## config.mk

```make
export PLATFORM = sky130hd
export DESIGN_NAME = mul_sequencer
export DESIGN_NICKNAME = d
export VERILOG_FILES = /design/src/rtl/mul_sequencer.sv
export SDC_FILE = /design/constraint.sdc
export NUM_CORES = 1
export LEC_CHECK = 0
export ABC_AREA = 0
export ABC_CLOCK_PERIOD_IN_PS = 10580
export BUFFER_PORTS_ARGS = -buffer_cell sky130_fd_sc_hd__buf_2
export CAP_MARGIN = 20
export CORE_MARGIN = 5
export CORE_UTILIZATION = 30
export CTS_BUF_LIST = sky130_fd_sc_hd__clkbuf_4
export CTS_CLUSTER_DIAMETER = 40
export DETAILED_ROUTE_END_ITERATION = 10
export GPL_TIMING_DRIVEN = 0
export PLACE_DENSITY = 0.57
export SLEW_MARGIN = 20
export SYNTH_ARGS = -nofsm -noshare
export SYNTH_HDL_FRONTEND = slang
export SYNTH_SLANG_ARGS = --single-unit
```

## constraint.sdc

```tcl
create_clock -name CLK -period 10.58 [get_ports CLK]
set_input_delay 0 -clock CLK [delete_from_list [all_inputs] [get_ports CLK]]
set_output_delay 0 -clock CLK [all_outputs]
set_load 0.01 [all_outputs]
```

## src/rtl/mul_sequencer.sv

```systemverilog
// Iterative radix-2 shift-add multiplier controller for MUL/MLA/UMULL/SMULL.
// Latency: WIDTH+2 cycles from the accepted Start cycle to the one-cycle Done pulse.
// Backpressure: Busy stalls F/D/E while an operation runs; Start during RUN is ignored (request held upstream).
//
// Ports:
//   CLK, RESET             rising-edge clock, asynchronous active-high reset
//   Start                  condition-passed multiply request (E stage)
//   Accumulate/Long/Signed/SetFlags  operation mode bits (MLA / long / SMULL / S bit)
//   SrcA, SrcB, AccIn      multiplicand, multiplier, accumulate operand
//   FlagsIn                current {N,Z,C,V}
//   FlushE                 squash E stage; wins over Start
//   Busy                   combinational stall request
//   Done                   one-cycle result-valid pulse
//   ResultLo, ResultHi     product low/high halves (high half is 0 for non-long ops)
//   FlagsOut, FlagWrite    {N,Z,C,V} for writeback, write enable valid only with Done
module mul_sequencer #(
    parameter int WIDTH = 32
) (
    input  logic             CLK,
    input  logic             RESET,
    input  logic             Start,
    input  logic             Accumulate,
    input  logic             Long,
    input  logic             Signed,
    input  logic             SetFlags,
    input  logic [WIDTH-1:0] SrcA,
    input  logic [WIDTH-1:0] SrcB,
    input  logic [WIDTH-1:0] AccIn,
    input  logic [3:0]       FlagsIn,
    input  logic             FlushE,
    output logic             Busy,
    output logic             Done,
    output logic [WIDTH-1:0] ResultLo,
    output logic [WIDTH-1:0] ResultHi,
    output logic [3:0]       FlagsOut,
    output logic             FlagWrite
);

    localparam int PW    = 2 * WIDTH;
    localparam int CNT_W = $clog2(WIDTH + 1);

    typedef enum logic [1:0] {
        S_IDLE = 2'd0,
        S_RUN  = 2'd1,
        S_DONE = 2'd2
    } state_t;

    state_t state_q, state_d;

    // Datapath state
    logic [PW-1:0]    mcand_q, mcand_d;
    logic [WIDTH-1:0] mplier_q, mplier_d;
    logic [PW-1:0]    acc_q, acc_d;
    logic [CNT_W-1:0] cnt_q, cnt_d;
    logic             long_q, long_d;
    logic             neg_q, neg_d;
    logic             set_flags_q, set_flags_d;
    logic [1:0]       cv_q, cv_d;

    // Result registers held until the next completed operation
    logic [WIDTH-1:0] res_lo_q, res_lo_d;
    logic [WIDTH-1:0] res_hi_q, res_hi_d;
    logic [3:0]       flags_q, flags_d;

    logic             accept;
    logic             last_iter;
    logic             signed_op;
    logic             a_neg, b_neg;
    logic [WIDTH-1:0] a_mag, b_mag;
    logic [PW-1:0]    step_sum;
    logic [PW-1:0]    final_prod;
    logic             n_flag, z_flag;

    // Only C and V are carried through; N and Z are recomputed from the product.
    logic             unused_flags_in;
    assign unused_flags_in = ^FlagsIn[3:2];

    // A new request is taken from IDLE or DONE (back-to-back), never while running.
    assign accept    = Start & ~FlushE & (state_q != S_RUN);
    assign last_iter = (state_q == S_RUN) && (cnt_q == CNT_W'(WIDTH - 1));

    // Signed long multiplies run on magnitudes. The unsigned reading of the
    // negated most-negative value is exactly 2^(WIDTH-1), so no special case.
    assign signed_op = Long & Signed;
    assign a_neg     = signed_op & SrcA[WIDTH-1];
    assign b_neg     = signed_op & SrcB[WIDTH-1];
    assign a_mag     = a_neg ? -SrcA : SrcA;
    assign b_mag     = b_neg ? -SrcB : SrcB;

    // One shift-add iteration and the sign-corrected product it would finish with.
    assign step_sum   = acc_q + (mplier_q[0] ? mcand_q : '0);
    assign final_prod = neg_q ? -step_sum : step_sum;
    assign n_flag     = long_q ? final_prod[PW-1] : final_prod[WIDTH-1];
    assign z_flag     = long_q ? (final_prod == '0) : (final_prod[WIDTH-1:0] == '0);

    // ---------------------------------------------------------------
    // FSM: state register
    // ---------------------------------------------------------------
    always_ff @(posedge CLK or posedge RESET) begin
        if (RESET) begin
            state_q <= S_IDLE;
        end else begin
            state_q <= state_d;
        end
    end

    // ---------------------------------------------------------------
    // FSM: next state
    // ---------------------------------------------------------------
    always_comb begin
        state_d = state_q;
        if (FlushE) begin
            state_d = S_IDLE;
        end else begin
            unique case (state_q)
                S_IDLE:  state_d = Start ? S_RUN : S_IDLE;
                S_RUN:   state_d = last_iter ? S_DONE : S_RUN;
                S_DONE:  state_d = Start ? S_RUN : S_IDLE;
                default: state_d = S_IDLE;
            endcase
        end
    end

    // ---------------------------------------------------------------
    // FSM: outputs
    // ---------------------------------------------------------------
    always_comb begin
        Busy      = (state_q == S_RUN) | (Start & (state_q != S_RUN) & ~FlushE);
        Done      = (state_q == S_DONE);
        FlagWrite = (state_q == S_DONE) & set_flags_q;
    end

    assign ResultLo = res_lo_q;
    assign ResultHi = res_hi_q;
    assign FlagsOut = flags_q;

    // ---------------------------------------------------------------
    // Datapath next state
    // ---------------------------------------------------------------
    always_comb begin
        mcand_d     = mcand_q;
        mplier_d    = mplier_q;
        acc_d       = acc_q;
        cnt_d       = cnt_q;
        long_d      = long_q;
        neg_d       = neg_q;
        set_flags_d = set_flags_q;
        cv_d        = cv_q;
        res_lo_d    = res_lo_q;
        res_hi_d    = res_hi_q;
        flags_d     = flags_q;

        if (accept) begin
            mcand_d     = {{WIDTH{1'b0}}, a_mag};
            mplier_d    = b_mag;
            acc_d       = Accumulate ? {{WIDTH{1'b0}}, AccIn} : '0;
            cnt_d       = '0;
            long_d      = Long;
            neg_d       = a_neg ^ b_neg;
            set_flags_d = SetFlags;
            cv_d        = FlagsIn[1:0];
        end else if ((state_q == S_RUN) && !FlushE) begin
            acc_d    = step_sum;
            mcand_d  = mcand_q << 1;
            mplier_d = mplier_q >> 1;
            cnt_d    = cnt_q + CNT_W'(1);
            // Results are captured on the final iteration so they are
            // stable throughout the DONE cycle. A flush skips this entirely.
            if (last_iter) begin
                res_lo_d = final_prod[WIDTH-1:0];
                res_hi_d = long_q ? final_prod[PW-1:WIDTH] : '0;
                flags_d  = {n_flag, z_flag, cv_q};
            end
        end
    end

    // ---------------------------------------------------------------
    // Datapath registers
    // ---------------------------------------------------------------
    always_ff @(posedge CLK or posedge RESET) begin
        if (RESET) begin
            mcand_q     <= '0;
            mplier_q    <= '0;
            acc_q       <= '0;
            cnt_q       <= '0;
            long_q      <= 1'b0;
            neg_q       <= 1'b0;
            set_flags_q <= 1'b0;
            cv_q        <= '0;
            res_lo_q    <= '0;
            res_hi_q    <= '0;
            flags_q     <= '0;
        end else begin
            mcand_q     <= mcand_d;
            mplier_q    <= mplier_d;
            acc_q       <= acc_d;
            cnt_q       <= cnt_d;
            long_q      <= long_d;
            neg_q       <= neg_d;
            set_flags_q <= set_flags_d;
            cv_q        <= cv_d;
            res_lo_q    <= res_lo_d;
            res_hi_q    <= res_hi_d;
            flags_q     <= flags_d;
        end
    end

endmodule

```

==> metrics.md <==
| Metric | Value |
|---|---|
| Die height | 255.3 µm |
| Internal | 1.934 mW |
| Setup Total Neg Slack | 0 ns |
| Gate Count Post-Synth | approximately 2300 |
| Most common cell on crit path | clkbuf_1 |
| WL/cell | ~20 µm |
| Power share of the combinational group | between 40% and 50% |
| Total gr overflow | 0 |
| CP max FO | 10 |
| FP Rows | 90 |
| Area contributors post-synth | dfrtp_1, nand2_1, o21ai_0 |
| Synth top area share | roughly 33% |
| RSZ-0062 raised after global routing | false |
| Largest net degree at the start of global routing | between 80 and 90 |
| Final Critical Period | 7.355 ns |
| Crit-path cells | clkbuf_1, clkbuf_1, and2_1, ha_1, inv_1, fa_1, nor2b_4, o31ai_1, a21o_1, a311oi_1, nand4bb_1, clkbuf_1, nor4_4, nand4_2, or3_1, clkbuf_1, o21ai_1, xor2_1, nand3_1, or4_1, nor4_1, nand4b_1, o21ai_1 |
| Cell taking the most area after synthesis | dfrtp_1 |
| Pre-CTS WS | ~3.3 ns |
| GRT Util Overall | roughly a fifth |
| Mapped Avg Cell Area | 7.947 µm² |
| Bufs and invs on worst path | 5 |
| Initial Utilization | between 30 and 40% |
| Synthesis-stage register bit count | 241 |
| Sw Share | a little over two fifths |
| DRT iter0 DRCs | approximately 1600 |
| Max Clk Rate | between 100 and 150 MHz |
| Post-synthesis instance area | approximately 18000 µm² |
| Worst Path Required | roughly 11 ns |
| Post-DP HPWL | roughly 56 mm |
| Chip width | approximately 260 µm |
| Setup slack after layout | 3.225 ns |
| DIE AREA | around 65000 µm² |
| DRT Pass-1 Iters | 5 |
| Antenna-violating nets left | 0 |
| DRC violation count after routing | 0 |
| Vias per inst | about 5.4 |
| Clock tree from TritonCTS | built |
| Max cap viols | 0 |
| GPL Wtd Cong | roughly 0.93 |
| Final #Nets | 2908 |
| Peak supply drop | ~0.066 mV |
| Proportion of layout cells with a drive suffix above 1 | about 13% |
| Worst-skew pair later-pin latency | a little under 0.9 ns |
| First-pass GRT wire length | around 110 mm |
| Synth warn | 0 |
| Commonest register cell after synthesis | dfrtp_1 |
| Clk sink count | between 200 and 250 |
| CTS-repair resized insts | 0 |
| Initial antenna violation count | 5 |
| # fillers | just over 6000 |
| Root buf cell | clkbuf_4 |
| Element type at the critical path end | register |
| Number of port buffers | roughly 170 |
| Clock Power Share | 26.2% |
| Slowest CP cell | a311oi_1 |
| Worst slew pin tran | 1.121 ns |
| Critical path's largest stage delay | between 0.7 and 0.8 ns |
| Final hold violation count | 0 |
| Synthesis-to-finish area growth | 27.04% |
| Sequential share of the synthesized area | about a third |
| Post-synth net total | between 2000 and 2500 |
| Deepest clock path buffer count | 3 |
| Ys async rst share | 100.0% |
| Crit path max-delay family | simple AND/OR/NAND/NOR gates |
| Crit path kind | register to register |
| Psw | around 1.4 mW |
| Worst EP arrival | 8.08 ns |
| Cell Pwr Density | 144.6 nW/µm² |
| Vias in the first global route | between 15000 and 20000 |
| Period utilisation layout | between 60% and 70% |
| Post-CTS Setup Bufs | 0 |
| Leakage | 10.30 nW |
| Fin. max-slew vios | 0 |
| Worst setup SP type | register |
| H-tree Lvls | 3 |
| Final setup viols | 0 |
| Core area | between 60000 and 70000 µm² |
| Slew headroom | 25.30% |
| Via Count | around 19000 |
| Number of top-level pins | about 180 |
| CTS Buf Count | 73 |
| Flop pwr share | 32.9% |
| Min-Delay Path Class | primary input to register |
| Clk pin slew, worst setup/hold paths | approximately 0.070 ns |
| Status | finished clean |
| Clock skew | 0.1035 ns |
| Cell variety after synth | 102 |
| Routed WL | about 71 mm |
| Post-synth EDFFs | 0 |
## placed cells by master, fill, tap and decap left out, types with 92 or more instances in the layout
cell type | synthesis | final
nor2_1 | 160 | 160
clkbuf_1 | 107 | 107
buf_2 | 16 | 191
xnor2_1 | 92 | 92
nand2_1 | 358 | 358
clkbuf_4 | 0 | 98
dfrtp_1 | 241 | 241
nand3_1 | 105 | 105
o21ai_0 | 176 | 176
a21oi_1 | 166 | 166
dlygate4sd3_1 | 0 | 208
## path summary, 6_finish.rpt
path | endpoint | slack, ns | cells after the start | from
max | FlagsOut[2] | 3.23 | 23 | mplier_q[0]
max reg2reg | FlagsOut[2] | 3.23 | 23 | mplier_q[0]
min reg2reg | FlagsOut[0] | 0.48 | 2 | FlagsOut[0]
min in group asynchronous | ResultLo[11] | 0.35 | 4 | RESET
max in group asynchronous | mcand_q[61] | 8.87 | 6 | RESET
min | mcand_q[10] | 0.06 | 6 | Start
## synth_stat cells, drive strengths merged, types with 21 or more instances
cell    count
buf        33
xnor2      92
xor2       76
ha         67
nand4      29
nor2      160
o22ai      36
a21oi     166
nand2     359
a21o       29
nand3     106
o31ai      36
and2       79
inv        48
o21ai     191
a211oi     21
or3        22
nor3       49
a22oi      32
clkbuf    107
dfrtp     241
## power groups by stage
stage | logic, mW | registers (mW) | clock network [mW]
floorplan | 0.864 | 1.08 | 0
global route | 1.48 | 1.10 | 0.944
finish | 1.36 | 1.09 | 0.870
detailed placement | 1.24 | 1.11 | 0
global placement | 1.22 | 1.10 | 0
CTS | 1.32 | 1.09 | 0.894
## kinds of logic (layout without fill, tap and decap cells)
| kind of cell | Yosys count | after routing | synth area share, % |
|---|---|---|---|
| and+or+nand+nor | 921 | 921 | 24.66 |
| AOI/OAI and AO/OA | 678 | 678 | 24.41 |
| DFF | 241 | 241 | 33.40 |
| buffers and inverters | 188 | 691 | 4.165 |
| xor gates and xnor gates | 168 | 168 | 8.149 |
| adders and majority gates | 68 | 68 | 4.754 |
| muxes | 8 | 8 | 0.4643 |
| other | 0 | 6 | 0 |
## repair_timing
action / CTS / global route
hold buffers: 208 / 0
endpoints found under the setup margin: 0 / 0
hold endpoints to repair: 257 / 0
## worst min-delay path, delay by kind of cell
family / cells / cell delay (ns)
AO/OA/AOI/OAI: 2 / 0.27
buffers and inverters: 3 / 0.53
AND/OR/NAND/NOR: 1 / 0.08
## routing by layer
layer | vias up | global-route usage [%] | wire (µm)
met1 | 9374 | 28.56 | 32090
met4 | 2 | 6.943 | 2123
met3 | 121 | 3.397 | 4503
met2 | 723 | 34.11 | 32190
met5 | - | 0 | 11
li1 | 9188 | - | -
## flip-flops by register name, summed over array words and instances, names as in the netlist
register,count
acc_q,64
cnt_q,6
mcand_q,64
FlagsOut,4
set_flags_q,1
long_q,1
mplier_q,32
cv_q,2
ResultHi,32
ResultLo,32
neg_q,1
state_q,2
## cell type report
| cell class | count | area [µm²] | share of cell area (%) |
|---|---|---|---|
| Antenna cell | 6 | 15.01 | 0.06546 |
| Inverter | 48 | 187.7 | 0.8182 |
| Tap cell | 782 | 978.4 | 4.266 |
| Clock inverter | 20 | 111.4 | 0.4855 |
| Timing Repair Buffer | 385 | 3013 | 13.13 |
| Clock buffer | 98 | 735.7 | 3.207 |
| Sequential cell | 241 | 6031 | 26.29 |
| Buffer | 140 | 571.8 | 2.493 |
| Multi-Input combinational cell | 1843 | 11290 | 49.24 |
## stage by stage
| step | hold WS (ns) | utilization [%] | area (µm²) | std cells | power, mW |
|---|---|---|---|---|---|
| 2_1_floorplan | 0.1054 | - | 18060 | 2272 | 1.947 |
| 3_3_place_gp | 0.2018 | 33.16 | 19910 | 3228 | 2.325 |
| 3_5_place_dp | 0.09380 | 33.30 | 19980 | 3231 | 2.350 |
| 4_1_cts | 0.001244 | 38.18 | 22910 | 3557 | 3.309 |
| 5_1_grt | 0.08445 | 38.21 | 22940 | 3562 | 3.528 |
| 6_report | 0.05829 | 38.22 | 22940 | 3563 | 3.318 |
No activity file was read; power rests on OpenSTA's default activity.
